$ cat config.mk
export PLATFORM = sky130hd
export DESIGN_NAME = controller
export DESIGN_NICKNAME = d
export VERILOG_FILES = /design/src/rtl/arm_pkg.sv /design/src/rtl/cond_logic.sv /design/src/rtl/controller.sv
export SDC_FILE = /design/constraint.sdc
export NUM_CORES = 1
export LEC_CHECK = 0
export ABC_AREA = 1
export CAP_MARGIN = 40
export CORE_ASPECT_RATIO = 1.75
export CORE_MARGIN = 4
export CORE_UTILIZATION = 46
export CTS_CLUSTER_SIZE = 28
export DETAILED_ROUTE_END_ITERATION = 7
export PLACE_DENSITY_LB_ADDON = 0.25
export SYNTH_ARGS = -nofsm -noshare
export SYNTH_HDL_FRONTEND = slang
export SYNTH_HIERARCHICAL = 1
export SYNTH_SLANG_ARGS = --single-unit
$ cat constraint.sdc
create_clock -name clk -period 2.75 [get_ports clk]
set_input_delay 0.55 -clock clk [delete_from_list [all_inputs] [get_ports clk]]
set_output_delay 0.55 -clock clk [all_outputs]
set_load 0.01 [all_outputs]
$ cat src/rtl/arm_pkg.sv
// Shared encodings for the single-cycle ARM control path: opcodes, ALU commands,
// ALU control values, condition codes and NZCV bit positions.
package arm_pkg;

  typedef enum logic [1:0] {
    OP_DP    = 2'b00,
    OP_MEM   = 2'b01,
    OP_BR    = 2'b10,
    OP_UNDEF = 2'b11
  } op_e;

  localparam logic [3:0] CMD_AND = 4'b0000;
  localparam logic [3:0] CMD_SUB = 4'b0010;
  localparam logic [3:0] CMD_ADD = 4'b0100;
  localparam logic [3:0] CMD_CMP = 4'b1010;
  localparam logic [3:0] CMD_ORR = 4'b1100;

  typedef enum logic [1:0] {
    ALU_ADD = 2'b00,
    ALU_SUB = 2'b01,
    ALU_AND = 2'b10,
    ALU_ORR = 2'b11
  } alu_ctrl_e;

  typedef enum logic [3:0] {
    COND_EQ = 4'b0000,
    COND_NE = 4'b0001,
    COND_CS = 4'b0010,
    COND_CC = 4'b0011,
    COND_MI = 4'b0100,
    COND_PL = 4'b0101,
    COND_VS = 4'b0110,
    COND_VC = 4'b0111,
    COND_HI = 4'b1000,
    COND_LS = 4'b1001,
    COND_GE = 4'b1010,
    COND_LT = 4'b1011,
    COND_GT = 4'b1100,
    COND_LE = 4'b1101,
    COND_AL = 4'b1110,
    COND_NV = 4'b1111
  } cond_e;

  localparam int unsigned FLAG_N = 3;
  localparam int unsigned FLAG_Z = 2;
  localparam int unsigned FLAG_C = 1;
  localparam int unsigned FLAG_V = 0;

endpackage

$ cat src/rtl/cond_logic.sv
// Condition evaluation against the registered NZCV flags, the flags register itself,
// and condition gating of the architectural write enables.
module cond_logic
  import arm_pkg::*;
(
  input  logic       clk,
  input  logic       reset,
  input  cond_e      i_cond,
  input  logic [3:0] i_alu_flags,
  input  logic [1:0] i_flag_w,
  input  logic       i_pcs,
  input  logic       i_reg_w,
  input  logic       i_no_write,
  input  logic       i_mem_w,
  output logic       o_pc_src,
  output logic       o_reg_write,
  output logic       o_mem_write,
  output logic       o_cond_ex,
  output logic [3:0] o_flags
);

  logic [3:0] r_flags;
  logic       w_cond_ex;
  logic       w_n, w_z, w_c, w_v;

  assign w_n = r_flags[FLAG_N];
  assign w_z = r_flags[FLAG_Z];
  assign w_c = r_flags[FLAG_C];
  assign w_v = r_flags[FLAG_V];

  always_comb begin
    w_cond_ex = 1'b0;
    case (i_cond)
      COND_EQ: w_cond_ex = w_z;
      COND_NE: w_cond_ex = ~w_z;
      COND_CS: w_cond_ex = w_c;
      COND_CC: w_cond_ex = ~w_c;
      COND_MI: w_cond_ex = w_n;
      COND_PL: w_cond_ex = ~w_n;
      COND_VS: w_cond_ex = w_v;
      COND_VC: w_cond_ex = ~w_v;
      COND_HI: w_cond_ex = w_c & ~w_z;
      COND_LS: w_cond_ex = ~w_c | w_z;
      COND_GE: w_cond_ex = (w_n == w_v);
      COND_LT: w_cond_ex = (w_n != w_v);
      COND_GT: w_cond_ex = ~w_z & (w_n == w_v);
      COND_LE: w_cond_ex = w_z | (w_n != w_v);
      COND_AL: w_cond_ex = 1'b1;
      COND_NV: w_cond_ex = 1'b0;
      default: w_cond_ex = 1'b0;
    endcase
  end

  // NZ and CV update independently so logical ops keep the previous carry/overflow.
  always_ff @(posedge clk or posedge reset) begin
    if (reset) begin
      r_flags <= 4'b0000;
    end else begin
      if (i_flag_w[1] && w_cond_ex) r_flags[3:2] <= i_alu_flags[3:2];
      if (i_flag_w[0] && w_cond_ex) r_flags[1:0] <= i_alu_flags[1:0];
    end
  end

  assign o_reg_write = i_reg_w & w_cond_ex & ~i_no_write & ~reset;
  assign o_mem_write = i_mem_w & w_cond_ex & ~reset;
  assign o_pc_src    = i_pcs & w_cond_ex & ~reset;
  assign o_cond_ex   = w_cond_ex;
  assign o_flags     = r_flags;

endmodule

$ cat src/rtl/controller.sv
// Single-cycle ARM control unit: main and ALU decoders, PC-write detection and
// retired/skipped performance counters around the cond_logic block.
module controller
  import arm_pkg::*;
#(
  parameter int unsigned CNT_WIDTH = 32
) (
  input  logic                 clk,
  input  logic                 reset,
  input  logic [19:0]          Instr,
  input  logic [3:0]           ALUFlags,
  input  logic                 CntClr,
  output logic [1:0]           RegSrc,
  output logic                 RegWrite,
  output logic [1:0]           ImmSrc,
  output logic                 ALUSrc,
  output logic [1:0]           ALUControl,
  output logic                 MemtoReg,
  output logic                 MemWrite,
  output logic                 PCSrc,
  output logic [3:0]           Flags,
  output logic [CNT_WIDTH-1:0] RetiredCount,
  output logic [CNT_WIDTH-1:0] SkippedCount
);

  // Instr holds bits [31:12] of the instruction word, so fields sit 12 bits lower.
  cond_e      w_cond;
  op_e        w_op;
  logic [5:0] w_funct;
  logic [3:0] w_rd;
  logic [3:0] w_cmd;
  logic       w_unused_rn;

  assign w_cond      = cond_e'(Instr[19:16]);
  assign w_op        = op_e'(Instr[15:14]);
  assign w_funct     = Instr[13:8];
  assign w_rd        = Instr[3:0];
  assign w_cmd       = w_funct[4:1];
  assign w_unused_rn = ^Instr[7:4];

  logic       w_branch, w_alu_op, w_reg_w_main, w_mem_w;
  logic       w_reg_w, w_no_write, w_cmd_ok, w_pcs, w_cond_ex;
  logic [1:0] w_flag_w;
  alu_ctrl_e  w_alu_ctrl;

  always_comb begin
    RegSrc       = 2'b00;
    ImmSrc       = 2'b00;
    ALUSrc       = 1'b0;
    MemtoReg     = 1'b0;
    w_reg_w_main = 1'b0;
    w_mem_w      = 1'b0;
    w_branch     = 1'b0;
    w_alu_op     = 1'b0;
    unique case (w_op)
      OP_DP: begin
        ALUSrc       = w_funct[5];
        w_reg_w_main = 1'b1;
        w_alu_op     = 1'b1;
      end
      OP_MEM: begin
        ImmSrc = 2'b01;
        ALUSrc = 1'b1;
        if (w_funct[0]) begin
          MemtoReg     = 1'b1;
          w_reg_w_main = 1'b1;
        end else begin
          RegSrc  = 2'b10;
          w_mem_w = 1'b1;
        end
      end
      OP_BR: begin
        RegSrc   = 2'b01;
        ImmSrc   = 2'b10;
        ALUSrc   = 1'b1;
        w_branch = 1'b1;
      end
      OP_UNDEF: ;
    endcase
  end

  always_comb begin
    w_alu_ctrl = ALU_ADD;
    w_flag_w   = 2'b00;
    w_no_write = 1'b0;
    w_cmd_ok   = 1'b1;
    if (w_alu_op) begin
      case (w_cmd)
        CMD_ADD: w_alu_ctrl = ALU_ADD;
        CMD_SUB: w_alu_ctrl = ALU_SUB;
        CMD_AND: w_alu_ctrl = ALU_AND;
        CMD_ORR: w_alu_ctrl = ALU_ORR;
        CMD_CMP: begin
          w_alu_ctrl = ALU_SUB;
          w_no_write = 1'b1;
        end
        default: w_cmd_ok = 1'b0;
      endcase
      w_flag_w[1] = w_funct[0];
      w_flag_w[0] = w_funct[0] & ((w_cmd == CMD_ADD) | (w_cmd == CMD_SUB) | (w_cmd == CMD_CMP));
    end
  end

  assign w_reg_w    = w_reg_w_main & w_cmd_ok;
  assign w_pcs      = ((w_rd == 4'hF) & w_reg_w) | w_branch;
  assign ALUControl = w_alu_ctrl;

  cond_logic u_cond_logic (
    .clk         (clk),
    .reset       (reset),
    .i_cond      (w_cond),
    .i_alu_flags (ALUFlags),
    .i_flag_w    (w_flag_w),
    .i_pcs       (w_pcs),
    .i_reg_w     (w_reg_w),
    .i_no_write  (w_no_write),
    .i_mem_w     (w_mem_w),
    .o_pc_src    (PCSrc),
    .o_reg_write (RegWrite),
    .o_mem_write (MemWrite),
    .o_cond_ex   (w_cond_ex),
    .o_flags     (Flags)
  );

  logic [CNT_WIDTH-1:0] r_retired, r_skipped;

  always_ff @(posedge clk or posedge reset) begin
    if (reset) begin
      r_retired <= '0;
      r_skipped <= '0;
    end else if (CntClr) begin
      r_retired <= '0;
      r_skipped <= '0;
    end else begin
      r_retired <= r_retired + 1'b1;
      if (!w_cond_ex) r_skipped <= r_skipped + 1'b1;
    end
  end

  assign RetiredCount = r_retired;
  assign SkippedCount = r_skipped;

endmodule

==> results of run 1 <==
-- power by group --
group / switching [uW] / internal (uW)
clock: 441 / 604
sequential: 51.0 / 1040
combinational: 276 / 205
total: 768 / 1850
-- routing by layer --
layer,up-vias,share of wire [%]
li1,2307,-
met1,2215,35
met2,157,56
met3,56,4.1
met4,0,5.1
met5,-,0
-- cells in the mapped netlist --
cell      count
a21oi_1      29
a31oi_1       2
and2_1        1
and3_1        3
buf_1         2
buf_2         1
buf_4         1
buf_6         1
clkbuf_1      4
dfrtp_1      68
ha_1          7
inv_1        80
inv_2         3
nand2_1     180
nand2_2       7
nand3_1      45
nand3_4       2
nand3b_1      2
nand4_1      14
nor2_1      120
nor2_2       12
nor2_4        3
nor3_1       22
nor3_2        2
nor3b_1       2
o211a_1       1
o211ai_1      1
o211ai_2      1
o21a_1        3
o21ai_0      16
o21ai_1       6
o21bai_1      2
xnor2_1       3
xor2_1        2
-- timing repair --
action	in CTS	in global routing
setup buffers	0	1
resized for setup	11	5
endpoints found under the setup margin	6	5
pin swaps	0	1
hold endpoints to repair	0	0
-- worst reg2reg max path: cells and delay by family (launching register included) --
| family | cells | cell delay [ns] |
|---|---|---|
| buffers and inverters | 3 | 0.35 |
| DFF | 1 | 0.46 |
| and+or+nand+nor | 14 | 1.53 |
-- sequential cells by signal (all words and copies together), names as in the netlist --
name	flops
SkippedCount	32
u_cond_logic/o_flags	4
RetiredCount	32
-- cell type report --
type	instances	area [um^2]	area share, %
clock inverters	7	43.8	0.741
repair buffers	123	1180	20.0
inverters	83	312	5.27
flip-flops and latches	68	1700	28.8
clock buffers	9	225	3.81
multi-input cells	488	2290	38.8
well taps	120	150	2.54
-- per-stage QoR --
step / power, uW / util, %
4_1_cts: 2630 / 64.4
2_1_floorplan: 1340 / -
3_5_place_dp: 1580 / 61.4
3_3_place_gp: 1550 / 61.4
5_1_grt: 2750 / 64.6
6_report: 2610 / 64.6
-- cell families (layout without fill, tap and decap cells) --
group | count (synthesis) | count (layout)
AOI/OAI and AO/OA | 61 | 61
xor gates and xnor gates | 5 | 5
adders and majority gates | 7 | 7
buffers and inverters | 92 | 222
DFF | 68 | 68
and+or+nand+nor | 415 | 415
-- worst max-delay path by stage --
stage,from,to,slack [ns],cells past startpoint
6_report,Instr[18],RegWrite,0.08,9
5_1_grt,Instr[14],PCSrc,0.001,10
4_1_cts,Instr[14],ALUControl[0],0.007,7
3_5_place_dp,Instr[17],MemWrite,-0.40,13
3_3_place_gp,Instr[17],RegWrite,-0.25,12
2_1_floorplan,reset,RetiredCount[0],0.60,1
==> results.sh, run 1 <==
export IMPL_yosysSeqAreaShare_pct=39.2
export IMPL_row_count=46
export IMPL_dr_pass1_iters=5
export IMPL_synth_compound_area_share_pct=7.73
export IMPL_min_path_type="flop to flop"
export IMPL_placed_area_mm2=0.00562
export IMPL_start_util_pct=47.4
export IMPL_core_area_mm2=0.00915
export IMPL_max_clock_freq_mhz=375
export IMPL_crit_chain="clkdlybuf4s50_1 -> inv_1 -> nor2_2 -> o211ai_1 -> nand3_1 -> nor2_2 -> nand3_4 -> and3_1 -> dlygate4sd2_1"
export IMPL_io_pin_count=106
export IMPL_start_kind="primary input"
export IMPL_grtUsageMet2_pct=45.7
export IMPL_reg2reg_from="u_cond_logic/o_flags[0]"
export IMPL_rsz0062_at_grt="no"
export IMPL_drive_above_1_share_pct=9.51
export IMPL_drt_total_wl_mm=13.0
export IMPL_route_detailed_drc=0
export IMPL_insertion_delay_ns=0.33
export IMPL_period_minus_slack_ns=2.67
export IMPL_synthSimpleGateAreaFrac_pct=41.8
export IMPL_synth_cell_types=34
export IMPL_syn_inst=648
export IMPL_overflow=0
export IMPL_rrSetupSlack_ns=0.33
export IMPL_ant_nets=0
export IMPL_synth_nets=682
export IMPL_fin_nets=807
export IMPL_finalSetupTns_ns=0
export IMPL_crit_arrival_ns=2.12
export IMPL_antenna_found_initial=0
export IMPL_peakVddDrop_mv=0.362
export IMPL_r2r_cells=17
export IMPL_vias=4735
export IMPL_fillers=827
export IMPL_port_buffer_count=101
export IMPL_r2r_end="SkippedCount[22]"
export IMPL_endpoint_kind="primary output"
export IMPL_setup_violations=0
export IMPL_required_ns=2.20
export IMPL_slowest_delay_ns=0.45
export IMPL_viasPerCell=5.27
export IMPL_cp_common_cell="nor2_2"
export IMPL_maxCapViolCount=0
export IMPL_min_period_over_period_pct=97.0
export IMPL_placed_cells=881
export IMPL_hold_viol_final=0
export IMPL_grt_max_degree=65
export IMPL_yosys_area_top_type="dfrtp_1"
export IMPL_cts_hold_buf=0
export IMPL_yosys_warnings=6
export IMPL_stdcell_count=898
export IMPL_htree_num_levels=3
export IMPL_gp_congestion=0.959
export IMPL_powerDensity_mw_per_mm2=442
export IMPL_drt_wirelength_per_cell_um=14.5
export IMPL_cp_top_family="buffers and inverters"
export IMPL_layout_commonest_cell="nand2_1"
export IMPL_grt_pass1_vias=4687
export IMPL_clock_root_buffer="clkbuf_16"
export IMPL_slowest_stage="clkdlybuf4s50_1"
export IMPL_cts_path_max_buffers=2
export IMPL_synth_xor_area_share_pct=1.01
export IMPL_outcome="completed"
export IMPL_post_place_ws_ns=-0.404
export IMPL_synth_top_family_by_area="simple AND/OR/NAND/NOR gates"
export IMPL_dieArea_mm2=0.0111
export IMPL_syn_area_per_cell_um2=6.69
export IMPL_clkSinkCount=68
export IMPL_critical_path_class="primary input to primary output"
export IMPL_min_to="RetiredCount[0]"
export IMPL_path_clk_slew_ns=0.06
export IMPL_cts_tree="built"
export IMPL_hold_depth=1
export IMPL_busiest_layer="met2"
export IMPL_die_h_um=136
export IMPL_final_area_mm2=0.00591
export IMPL_die_w_um=81.4
export IMPL_holdWs_ns=0.497
export IMPL_slew_viol_final=0
export IMPL_holdCritStartpoint="RetiredCount[0]"
export IMPL_numCtsBuffers=9
export IMPL_critPathBufInv=3
export IMPL_n_antenna_cell=0
export IMPL_grt_util_all_layers_pct=24.6
export IMPL_layout_common_cells="nand2_1 (180), nor2_1 (118), clkdlybuf4s50_1 (92)"
export IMPL_worst_path_max_fanout=4
export IMPL_setup_ws_ns=0.0817
export IMPL_clock_skew_ns=0.00523
export IMPL_area_growth_pct=36.2
export IMPL_dpl_hpwl_mm=10.0
export IMPL_synth_seq_cells=68
export IMPL_synth_cell_area_mm2=0.00434
export IMPL_yosys_top_cells_area="dfrtp_1 (39%), nand2_1 (16%), nor2_1 (10%), inv_1 (6.9%), nand3_1 (5.2%)"
export IMPL_grt_met3_usage_pct=4.38
export IMPL_worstMarginPinSlew_ns=0.368
export IMPL_power_leakage_uw=0.00256
export IMPL_relSlewSlack_pct=75.4
export IMPL_netlist_area_leader_share_pct=39.2
export IMPL_grt_pass1_wl_mm=21.1
export IMPL_grt_met1_usage_pct=24.2
export IMPL_synth_adder_area_share_pct=2.02
export IMPL_synthMuxAreaShare_pct=0
export IMPL_drt_iter0_markers=256
Note: power is estimated with default switching activity, not from simulation.
==> run 2, diff against run 1 <==
Settings changed: CELL_PAD_IN_SITES_DETAIL_PLACEMENT set to 0, CELL_PAD_IN_SITES_GLOBAL_PLACEMENT set to 2, CORE_UTILIZATION 46 to 27, SKIP_CTS_REPAIR_TIMING set to 1.
==> run 2 against run 1 <==
Compared with the run above:
- sequential share of layout area fell by 0.91 points
- sequential power barely moved
- critical path depth fell by 3
- flip-flop and latch count did not move
- non-clock buffer count rose by 3
- power rose by 9.2%
- via count fell by 4.5%
- register-to-register slack improved by 0.08 ns
- core utilization fell by 26 points
- clock-buffer cell count rose by 1
- routed wire length rose by 14%
- die area rose by 64%
- critical path type unchanged
- critical endpoint is now RegSrc[0]
- largest cell class unchanged
- largest power group is now the clock network
==> results.sh, run 2 (same netlist as run 1, synthesis figures left out) <==
export IMPL_power_leakage_uw=0.00270
export IMPL_outcome="completed"
export IMPL_grt_util_all_layers_pct=16.8
export IMPL_slowest_delay_ns=0.50
export IMPL_n_antenna_cell=0
export IMPL_area_growth_pct=40.7
export IMPL_final_area_mm2=0.00610
export IMPL_dieArea_mm2=0.0182
export IMPL_hold_viol_final=0
export IMPL_crit_chain="clkdlybuf4s50_1 -> inv_1 -> buf_4 -> ha_1 -> buf_4 -> clkdlybuf4s50_1"
export IMPL_clockPowerShare_pct=44.9
export IMPL_crit_arrival_ns=2.08
export IMPL_maxCapViolCount=0
export IMPL_required_ns=2.20
export IMPL_antenna_found_initial=0
export IMPL_grt_max_degree=43
export IMPL_clock_root_buffer="clkbuf_16"
export IMPL_drt_wirelength_per_cell_um=15.3
export IMPL_drt_iter0_markers=152
export IMPL_seq_power_share_pct=38.1
export IMPL_critical_path_class="primary input to primary output"
export IMPL_p_comb_share_pct=17.0
export IMPL_placed_area_mm2=0.00573
export IMPL_holdWs_ns=0.503
export IMPL_period_minus_slack_ns=2.63
export IMPL_endpoint_kind="primary output"
export IMPL_grt_pass1_wl_mm=24.2
export IMPL_die_h_um=176
export IMPL_core_area_mm2=0.0158
export IMPL_peakVddDrop_mv=0.289
export IMPL_relSlewSlack_pct=70.1
export IMPL_slowest_stage="clkdlybuf4s50_1"
export IMPL_r2r_cells=17
export IMPL_row_count=61
export IMPL_fillers=1709
export IMPL_drive_above_1_share_pct=9.60
export IMPL_cp_top_family="buffers and inverters"
export IMPL_cts_path_max_buffers=2
export IMPL_overflow=0
export IMPL_min_path_type="flop to flop"
export IMPL_layout_common_cells="nand2_1 (180), nor2_1 (119), clkdlybuf4s50_1 (92)"
export IMPL_worstMarginPinSlew_ns=0.447
export IMPL_intPower_uw=2070
export IMPL_start_kind="primary input"
export IMPL_ant_nets=0
export IMPL_port_buffer_count=101
export IMPL_worst_path_max_fanout=3
export IMPL_start_util_pct=27.5
export IMPL_insertion_delay_ns=0.34
export IMPL_layout_commonest_cell="nand2_1"
export IMPL_multi_input_area_mm2=0.00229
export IMPL_vias=4521
export IMPL_path_clk_slew_ns=0.06
export IMPL_drt_total_wl_mm=14.8
export IMPL_io_pin_count=106
export IMPL_die_w_um=104
export IMPL_route_detailed_drc=0
export IMPL_cp_depth=6
export IMPL_slew_viol_final=0
export IMPL_switching_share_pct=27.4
export IMPL_powerDensity_mw_per_mm2=467
export IMPL_max_clock_freq_mhz=380
export IMPL_p_switching_uw=783
export IMPL_grt_pass1_vias=4803
export IMPL_setup_violations=0
export IMPL_viasPerCell=4.66
export IMPL_htree_num_levels=3
export IMPL_rsz0062_at_grt="no"
export IMPL_hold_depth=1
export IMPL_min_period_over_period_pct=95.8
export IMPL_dr_pass1_iters=5
export IMPL_dpl_hpwl_mm=11.6
export IMPL_numCtsBuffers=9
export IMPL_clkSinkCount=68
export IMPL_critPathBufInv=5
export IMPL_fin_nets=810
export IMPL_seq_area_mm2=0.00170
export IMPL_cts_tree="built"
export IMPL_gp_congestion=0.782
export IMPL_clock_skew_ns=0.00882
==> run 2: per-layer routing <==
metal | wire length (um) | share of wire, % | track usage, %
met1 | 5310 | 36 | 15.8
met2 | 8510 | 57 | 34.3
met3 | 573 | 3.9 | 4.16
met4 | 427 | 2.9 | 6.16
met5 | 0 | 0 | 0
==> run 2: power by group through the flow <==
stage                     combinational [uW]  sequential [uW]  clock, uW
after global placement                   485             1110          0
final                                    484             1090       1280
after detailed placement                 493             1110          0
after CTS                                493             1090       1320
after floorplan                          228             1110          0
after global routing                     536             1100       1370
==> run 2: worst paths after layout <==
path,startpoint,endpoint,slack [ns]
max,Instr[14],RegSrc[0],0.12
min,RetiredCount[0],RetiredCount[0],0.50
max reg2reg,u_cond_logic/o_flags[0],SkippedCount[16],0.41
min reg2reg,RetiredCount[0],RetiredCount[0],0.50
max in group asynchronous,reset,RetiredCount[23],1.28
min in group asynchronous,reset,u_cond_logic/o_flags[1],0.56
==> run 2: cell type report <==
class | instances | area share [%]
clock buffer | 10 | 3.92
clock inverter | 6 | 1.44
inverter | 83 | 5.10
multi-input combinational | 488 | 37.6
sequential | 68 | 27.9
tap | 189 | 3.87
timing repair buffer | 126 | 20.2
==> run 2: per-stage QoR <==
stage	setup TNS [ns]	setup WS, ns	instances	utilization, %	power [uW]
after floorplan	0	0.602	648	-	1340
after global placement	-3.28	-0.272	953	36.3	1590
after detailed placement	-3.93	-0.293	953	36.3	1600
after CTS	-1.03	-0.302	969	38.3	2900
after global routing	0	0.0323	970	38.6	3000
final	0	0.116	970	38.6	2850
